==> src/rtl/addsub_arbiter.sv <==
`default_nettype none
// ============================================================================
// Module   : addsub_arbiter
// Purpose  : Two-requester round-robin arbiter sharing one add/sub/neg/pass
//            datapath, with a valid/ready result handshake.
// Revision : 1.0 - initial release
// ============================================================================
module addsub_arbiter #(
  parameter int WIDTH = 16
) (
  input  logic             clk,
  input  logic             rst_n,
  input  logic             req0,
  input  logic [1:0]       op0,
  input  logic [WIDTH-1:0] a0,
  input  logic [WIDTH-1:0] b0,
  input  logic             req1,
  input  logic [1:0]       op1,
  input  logic [WIDTH-1:0] a1,
  input  logic [WIDTH-1:0] b1,
  output logic             gnt0,
  output logic             gnt1,
  output logic             res_valid,
  input  logic             res_ready,
  output logic             res_id,
  output logic [WIDTH-1:0] res,
  output logic             res_cout,
  output logic             res_ovf,
  output logic             busy
);

  localparam logic [1:0] c_IDLE = 2'd0;
  localparam logic [1:0] c_EXEC = 2'd1;
  localparam logic [1:0] c_RESP = 2'd2;

  localparam logic [1:0] c_OP_ADD  = 2'b00;
  localparam logic [1:0] c_OP_SUB  = 2'b01;
  localparam logic [1:0] c_OP_NEG  = 2'b10;
  localparam logic [1:0] c_OP_PASS = 2'b11;

  localparam logic [WIDTH-1:0] c_MIN_NEG = {1'b1, {(WIDTH-1){1'b0}}};

  logic [1:0]       r_state;
  logic             r_last;
  logic             r_id;
  logic [1:0]       r_op;
  logic [WIDTH-1:0] r_a;
  logic [WIDTH-1:0] r_b;
  logic             r_res_valid;
  logic             r_res_id;
  logic [WIDTH-1:0] r_res;
  logic             r_res_cout;
  logic             r_res_ovf;

  logic             w_idle;
  logic             w_pick1;
  logic             w_gnt0;
  logic             w_gnt1;
  logic [WIDTH-1:0] w_x;
  logic [WIDTH-1:0] w_y;
  logic             w_cin;
  logic [WIDTH:0]   w_sum;
  logic             w_cout;
  logic             w_ovf;

  // Requester 1 wins only when alone or when requester 0 held the last grant.
  assign w_idle  = (r_state == c_IDLE);
  assign w_pick1 = req1 && (!req0 || !r_last);
  assign w_gnt1  = w_idle && w_pick1;
  assign w_gnt0  = w_idle && req0 && !w_pick1;

  always_comb begin
    w_x   = r_a;
    w_y   = '0;
    w_cin = 1'b0;
    case (r_op)
      c_OP_ADD: begin
        w_x   = r_a;
        w_y   = r_b;
        w_cin = 1'b0;
      end
      c_OP_SUB: begin
        w_x   = r_a;
        w_y   = ~r_b;
        w_cin = 1'b1;
      end
      c_OP_NEG: begin
        w_x   = ~r_a;
        w_y   = '0;
        w_cin = 1'b1;
      end
      default: begin
        w_x   = r_a;
        w_y   = '0;
        w_cin = 1'b0;
      end
    endcase
  end

  assign w_sum = {1'b0, w_x} + {1'b0, w_y} + {{WIDTH{1'b0}}, w_cin};

  always_comb begin
    w_cout = w_sum[WIDTH];
    w_ovf  = 1'b0;
    case (r_op)
      c_OP_ADD: w_ovf = (r_a[WIDTH-1] == r_b[WIDTH-1]) && (w_sum[WIDTH-1] != r_a[WIDTH-1]);
      c_OP_SUB: w_ovf = (r_a[WIDTH-1] != r_b[WIDTH-1]) && (w_sum[WIDTH-1] != r_a[WIDTH-1]);
      c_OP_NEG: w_ovf = (r_a == c_MIN_NEG);
      c_OP_PASS: begin
        w_cout = 1'b0;
        w_ovf  = 1'b0;
      end
      default: w_ovf = 1'b0;
    endcase
  end

  always_ff @(posedge clk or negedge rst_n) begin
    if (!rst_n) begin
      r_state     <= c_IDLE;
      r_last      <= 1'b1;
      r_id        <= 1'b0;
      r_op        <= c_OP_ADD;
      r_a         <= '0;
      r_b         <= '0;
      r_res_valid <= 1'b0;
      r_res_id    <= 1'b0;
      r_res       <= '0;
      r_res_cout  <= 1'b0;
      r_res_ovf   <= 1'b0;
    end else begin
      case (r_state)
        c_IDLE: begin
          if (w_gnt0 || w_gnt1) begin
            r_id    <= w_gnt1;
            r_last  <= w_gnt1;
            r_op    <= w_gnt1 ? op1 : op0;
            r_a     <= w_gnt1 ? a1 : a0;
            r_b     <= w_gnt1 ? b1 : b0;
            r_state <= c_EXEC;
          end
        end
        c_EXEC: begin
          r_res       <= w_sum[WIDTH-1:0];
          r_res_cout  <= w_cout;
          r_res_ovf   <= w_ovf;
          r_res_id    <= r_id;
          r_res_valid <= 1'b1;
          r_state     <= c_RESP;
        end
        c_RESP: begin
          if (r_res_valid && res_ready) begin
            r_res_valid <= 1'b0;
            r_state     <= c_IDLE;
          end
        end
        default: begin
          r_res_valid <= 1'b0;
          r_state     <= c_IDLE;
        end
      endcase
    end
  end

  assign gnt0      = w_gnt0;
  assign gnt1      = w_gnt1;
  assign res_valid = r_res_valid;
  assign res_id    = r_res_id;
  assign res       = r_res;
  assign res_cout  = r_res_cout;
  assign res_ovf   = r_res_ovf;
  assign busy      = !w_idle;

endmodule
`default_nettype wire
==> config.mk <==
export PLATFORM = sky130hd
export DESIGN_NAME = addsub_arbiter
export DESIGN_NICKNAME = d
export VERILOG_FILES = /design/src/rtl/addsub_arbiter.sv
export SDC_FILE = /design/constraint.sdc
export NUM_CORES = 1
export LEC_CHECK = 0
export CORE_ASPECT_RATIO = 1.5
export CORE_MARGIN = 2
export CORE_UTILIZATION = 25
export CTS_CLUSTER_SIZE = 14
export DETAILED_ROUTE_END_ITERATION = 12
export PLACE_DENSITY = 0.56
export SLEW_MARGIN = 10
export SYNTH_ARGS = -nofsm -noshare
export SYNTH_HDL_FRONTEND = slang
export SYNTH_SLANG_ARGS = --single-unit
==> constraint.sdc <==
create_clock -name clk -period 4.1 [get_ports clk]
set_input_delay 0.41 -clock clk [delete_from_list [all_inputs] [get_ports clk]]
set_output_delay 0.41 -clock clk [all_outputs]
set_load 0.05 [all_outputs]
==> reports/results.tsv <==
stage	metric	value	unit
worst_setup_path	crit path capture type	flop	
timing	clock skew	6.17	ps
yosys	Mapped Cells	384	
finish	Layout Nets	572	
worst_setup_path	Worst Setup EP	res_cout	
timing	RSZ-0062 raised after global routing	false	
worst_setup_path	CP Launch Type	flop	
detailed_routing	total vias in the final route	2993	
placement	Post-DP HPWL	7.72	mm
yosys	Post-Syn Area	3630	um^2
worst_setup_path	WS Path Type	flop to flop	
detailed_routing	DRC viols	0	
floorplanning	FP Rows	53	
grt	M3 GR Usage	0.0243	
timing	worst-margin pin slew	744	ps
detailed_routing	DRT Pass-1 Iters	4	
yosys	Syn Nets	480	
grt	GR Layer Usage met1	0.154	
worst_setup_path	Crit path required time	4280	ps
finish	Finished Core Util	0.358	
clocking	cts hold-fix bufs	0	
timing	final setup vio count	0	
yosys	top cell type's share of synthesized area	0.393	
grt	first-pass GRT wire length	15.5	mm
clocking	post-CTS setup buffer count	0	
placement	Placement Setup Slack	715	ps
yosys	Syn. warnings	0	
grt	Total GRT Usage	0.130	
job	max cap viols	0	
worst_setup_path	worst reg2reg path startpoint	r_op[0]	
grt	GR peak layer	met2	
floorplanning	die height	152	um
timing	crit path time final	3400	ps
worst_setup_path	CP Max Fanout	5	
detailed_routing	DRT iter0 DRCs	123	
clocking	Clock Latency Late Sink	330	ps
clocking	CTS H-tree depth	3	
clocking	TritonCTS clock tree	built	
floorplanning	I/O Pins	96	
clocking	total CTS buffers	9	
finish	Final Non-Filler Cells	672	
detailed_routing	post-route antenna net violation count	0	
grt	met2 global-route usage	0.227	
yosys	#FFs+latches synth	58	
floorplanning	Die Width	102	um
grt	largest net degree at the start of global routing	72	
worst_setup_path	r2r worst-path depth	13	
yosys	Seq/Total Area, Yosys	0.401	
floorplanning	effective utilization at floorplan	0.257	
detailed_routing	DR WL/cell	14.4	um
worst_setup_path	worst r2r dst	res_cout	
yosys	Synth async-reset ratio	1.00	
floorplanning	Core Box Area	14100	um^2
timing	final hold vios	0	
worst_setup_path	Worst EP arrival	3580	ps
yosys	post-synth top area cell	dfrtp_1	
min_path	Hold Path Class	primary input to asynchronous set/reset pin	
grt	vias in the first global route	3090	
timing	fin worst setup slack	704	ps
clocking	CTS root buf	clkbuf_16	
finish	n_diodes	0	
worst_setup_path	r2r setup slk	700	ps
yosys	count leader, synth	nand2_1	
finish	fraction of layout cells with a size suffix above 1	0.100	
clocking	Resize count post-CTS	0	
clocking	Worst-path clk slew	50	ps
worst_setup_path	Crit. Startpoint	r_op[0]	
timing	final count of pins violating max slew	0	
placement	Inst Count DP	657	
clocking	# clock sinks	58	
yosys	number of synthesized flops with an enable pin	0	
timing	final setup TNS	0	ps
timing	Tcrit/Tclk final	0.828	
grt	initial antenna violation count	0	
yosys	top_reg_cell synth	dfrtp_1	
grt	grt total ovfl	0	
clocking	Clock Path Buffers	2	
finish	area delta synth->final	39.5	%
detailed_routing	routed vias/inst	4.45	
floorplanning	die area	15500	um^2
yosys	Mean Syn Cell Area	9.44	um^2
detailed_routing	routed wire length	9.68	mm
placement	Port Buf Inserts	95	
yosys	Post-synth top cells	68 x nand2_1, 57 x dfrtp_1, 53 x o21ai_0, 22 x mux2i_1	
status	run status	complete, no violations	
timing	Relative slew margins	0.504	
yosys	synth top area cells	dfrtp_1 39%, o21ai_0 7.3%, ha_1 7.2%	
timing	fmax	0.294	GHz
yosys	Yosys cell types	43	
placement	GP Congestion	0.868	
## how the worst min path moves through the flow
stage / endpoint / depth (start not counted) / slack, ps / startpoint
detailed placement: r_id / 1 / 470 / r_id
floorplan: r_a[0] / 0 / 110 / rst_n
finish: r_op[1] / 2 / 220 / rst_n
global route: r_b[4] / 2 / 310 / rst_n
global placement: res_id / 2 / 460 / r_id
CTS: r_b[0] / 2 / 260 / rst_n
## critical path, stage by stage (launching register included)
cell,delay [ps]
dfrtp_1,420
inv_1,100
ha_1,200
mux2_2,280
fa_1,480
fa_1,460
a211oi_1,380
o211ai_1,160
a31oi_1,190
nor3_1,100
nand3_1,110
o21bai_1,70
a211oi_1,240
a211oi_1,70
## per-layer routing
layer	part of all wire	wire, um
met5	0	0
met4	0.024	232
met3	0.038	364
met2	0.52	5020
met1	0.42	4060
## stage by stage
| step | hold WS, ps | instance area [um^2] |
|---|---|---|
| after floorplan | 114 | 3630 |
| after global placement | 457 | 4790 |
| after detailed placement | 468 | 4790 |
| after CTS | 261 | 5060 |
| after global routing | 309 | 5060 |
| final | 216 | 5060 |
## cell usage in the layout, fill, tap and decap left out, drive strengths merged, types with 12 or more instances in the layout
master and count:
dfrtp 57, o22ai 13, nand2 68, clkbuf 12
ha 21, mux2 16, xor2 22, o21ai 56
mux2i 22, clkdlybuf4s50 93
## layout make-up
cell class                 count  area, um^2
multi-input combinational    297        2070
clock inverter                 3        15.0
fill                        1467        9070
inverter                       9        33.8
timing repair buffer         101         988
tap                          192         240
clock buffer                  12         256
sequential                    58        1450
## cells by family (layout without fill, tap and decap cells)
| group | Yosys count | count (layout) | share of synthesized area |
|---|---|---|---|
| muxes | 38 | 38 | 0.110 |
| adders and majority gates | 23 | 23 | 0.0835 |
| and+or+nand+nor | 101 | 101 | 0.119 |
| DFF | 58 | 58 | 0.401 |
| buffers and inverters | 29 | 125 | 0.0321 |
| AOI/OAI and AO/OA | 106 | 106 | 0.182 |
| xor gates and xnor gates | 29 | 29 | 0.0721 |
## sequential cells by signal, summed over array words and instances (netlist names)
name / cells
res: 16
res_valid: 1
r_op: 2
r_last: 1
r_state: 2
r_b: 16
r_a: 16
res_ovf: 1
r_id: 1
res_cout: 1
res_id: 1
Power is left out: the tool's default activity adds up to more than one toggle a clock period on the data nets, which glitch-free logic cannot reach.
==> RTL change (same settings) <==
Set the parameter `WIDTH` to 32 (it was 16).
--- a/src/rtl/addsub_arbiter.sv
+++ b/src/rtl/addsub_arbiter.sv
@@ -6,7 +6,7 @@
 // Revision : 1.0 - initial release
 // ============================================================================
 module addsub_arbiter #(
-  parameter int WIDTH = 16
+  parameter int WIDTH = 32
 ) (
   input  logic             clk,
   input  logic             rst_n,
Interface: changed (5 resized); port bits go from 96 to 176. The function was not compared with the original's and may differ.
==> RTL change against the original RTL <==
Setup slack worse by 0.45 ns; area after synthesis rose by 96%; wire length rose by 120%; die area is 92% higher; cell area up 88%; sequential cell count rose by 48.
Power is left out: it rests on default switching activity, and per cell area and clock period it moved more than threefold.
==> RTL change: results (changes against the original RTL) <==
synthesis:
  synth-xor-area-share_pct: 6.91  # -0.31 points
  syn_area_per_cell_sq_um: 9.26  # -1.9%
  synth_commonest_cells: "nand2_1 (126), dfrtp_1 (105), o21ai_0 (104)"
  synthMuxAreaShare_pct: 14.4  # +3.3 points
  synth-seq-area-share_pct: 37.4  # -2.7 points
  synth_fa_ha_area_share_pct: 7.08  # -1.3 points
  synth_compound_area_share_pct: 16.8  # -1.4 points
  yosysUniqueCellTypes: 64  # +49%
  synth_nets: 943  # +96%
placed_design:
  dp_hpwl_mm: 17.0  # +120%
  dpl_cell_area_sq_um: 9180  # +92%
  place_worst_setup_slack_ns: 0.259  # -0.456 ns
  port_buffers: 175  # +84%
  placedCellCount: 1249  # +90%
clocking:
  cts-hold-fix-buffers: 1  # +1
outcome:
  run_status: "finished, final reports clean"
sta:
  clock_skew_ns: 0.0100  # +0.00385 ns
  slew_headroom_pct: 48.2  # -2.2 points
grt:
  grt_use_total_pct: 14.4  # +1.3 points
  antenna_found_initial: 1  # +1
  grt_pass1_wl_mm: 33.2  # +110%
  grt_pass1_vias: 6045  # +96%
critical_path:
  max_stage_delay_ns: 0.44  # -0.04 ns
  crit_arrival_ns: 4.11  # +0.53 ns
hold_path:
  hp-class: "register to register"
cells_and_area:
  drive_above_1_share_pct: 9.02  # -0.98 points
route:
  post_drt_wl_per_cell_microns: 16.8  # +17%
[RTL change: final timing paths]
check	from	to	slack [ns]	cells past startpoint
worst min register to register	res[0]	res[0]	0.47	2
worst min-delay path	res[0]	res[0]	0.47	2
min in group asynchronous	rst_n	r_b[20]	0.48	2
worst max register to register	r_op[0]	res_cout	0.25	13
max in group asynchronous	rst_n	r_b[9]	2.70	3
worst max-delay path	r_op[0]	res_cout	0.25	13
[RTL change: routing by layer]
layer	part of all wire (%)	vias up	global-route usage [%]
met5	0	-	0
met4	2.4	0	5.17
met3	4.2	26	2.14
met2	51	139	25.7
met1	42	2764	17.5
li1	-	3015	-
[RTL change: area by class of cell]
class,count,area [sq um]
Inverter,12,45.0
Multi-Input combinational cell,598,4200
Fill cell,2909,18500
Clock inverter,5,52.6
Antenna cell,1,2.50
Clock buffer,11,253
Timing Repair Buffer,188,1860
Sequential cell,106,2650
Tap cell,346,433
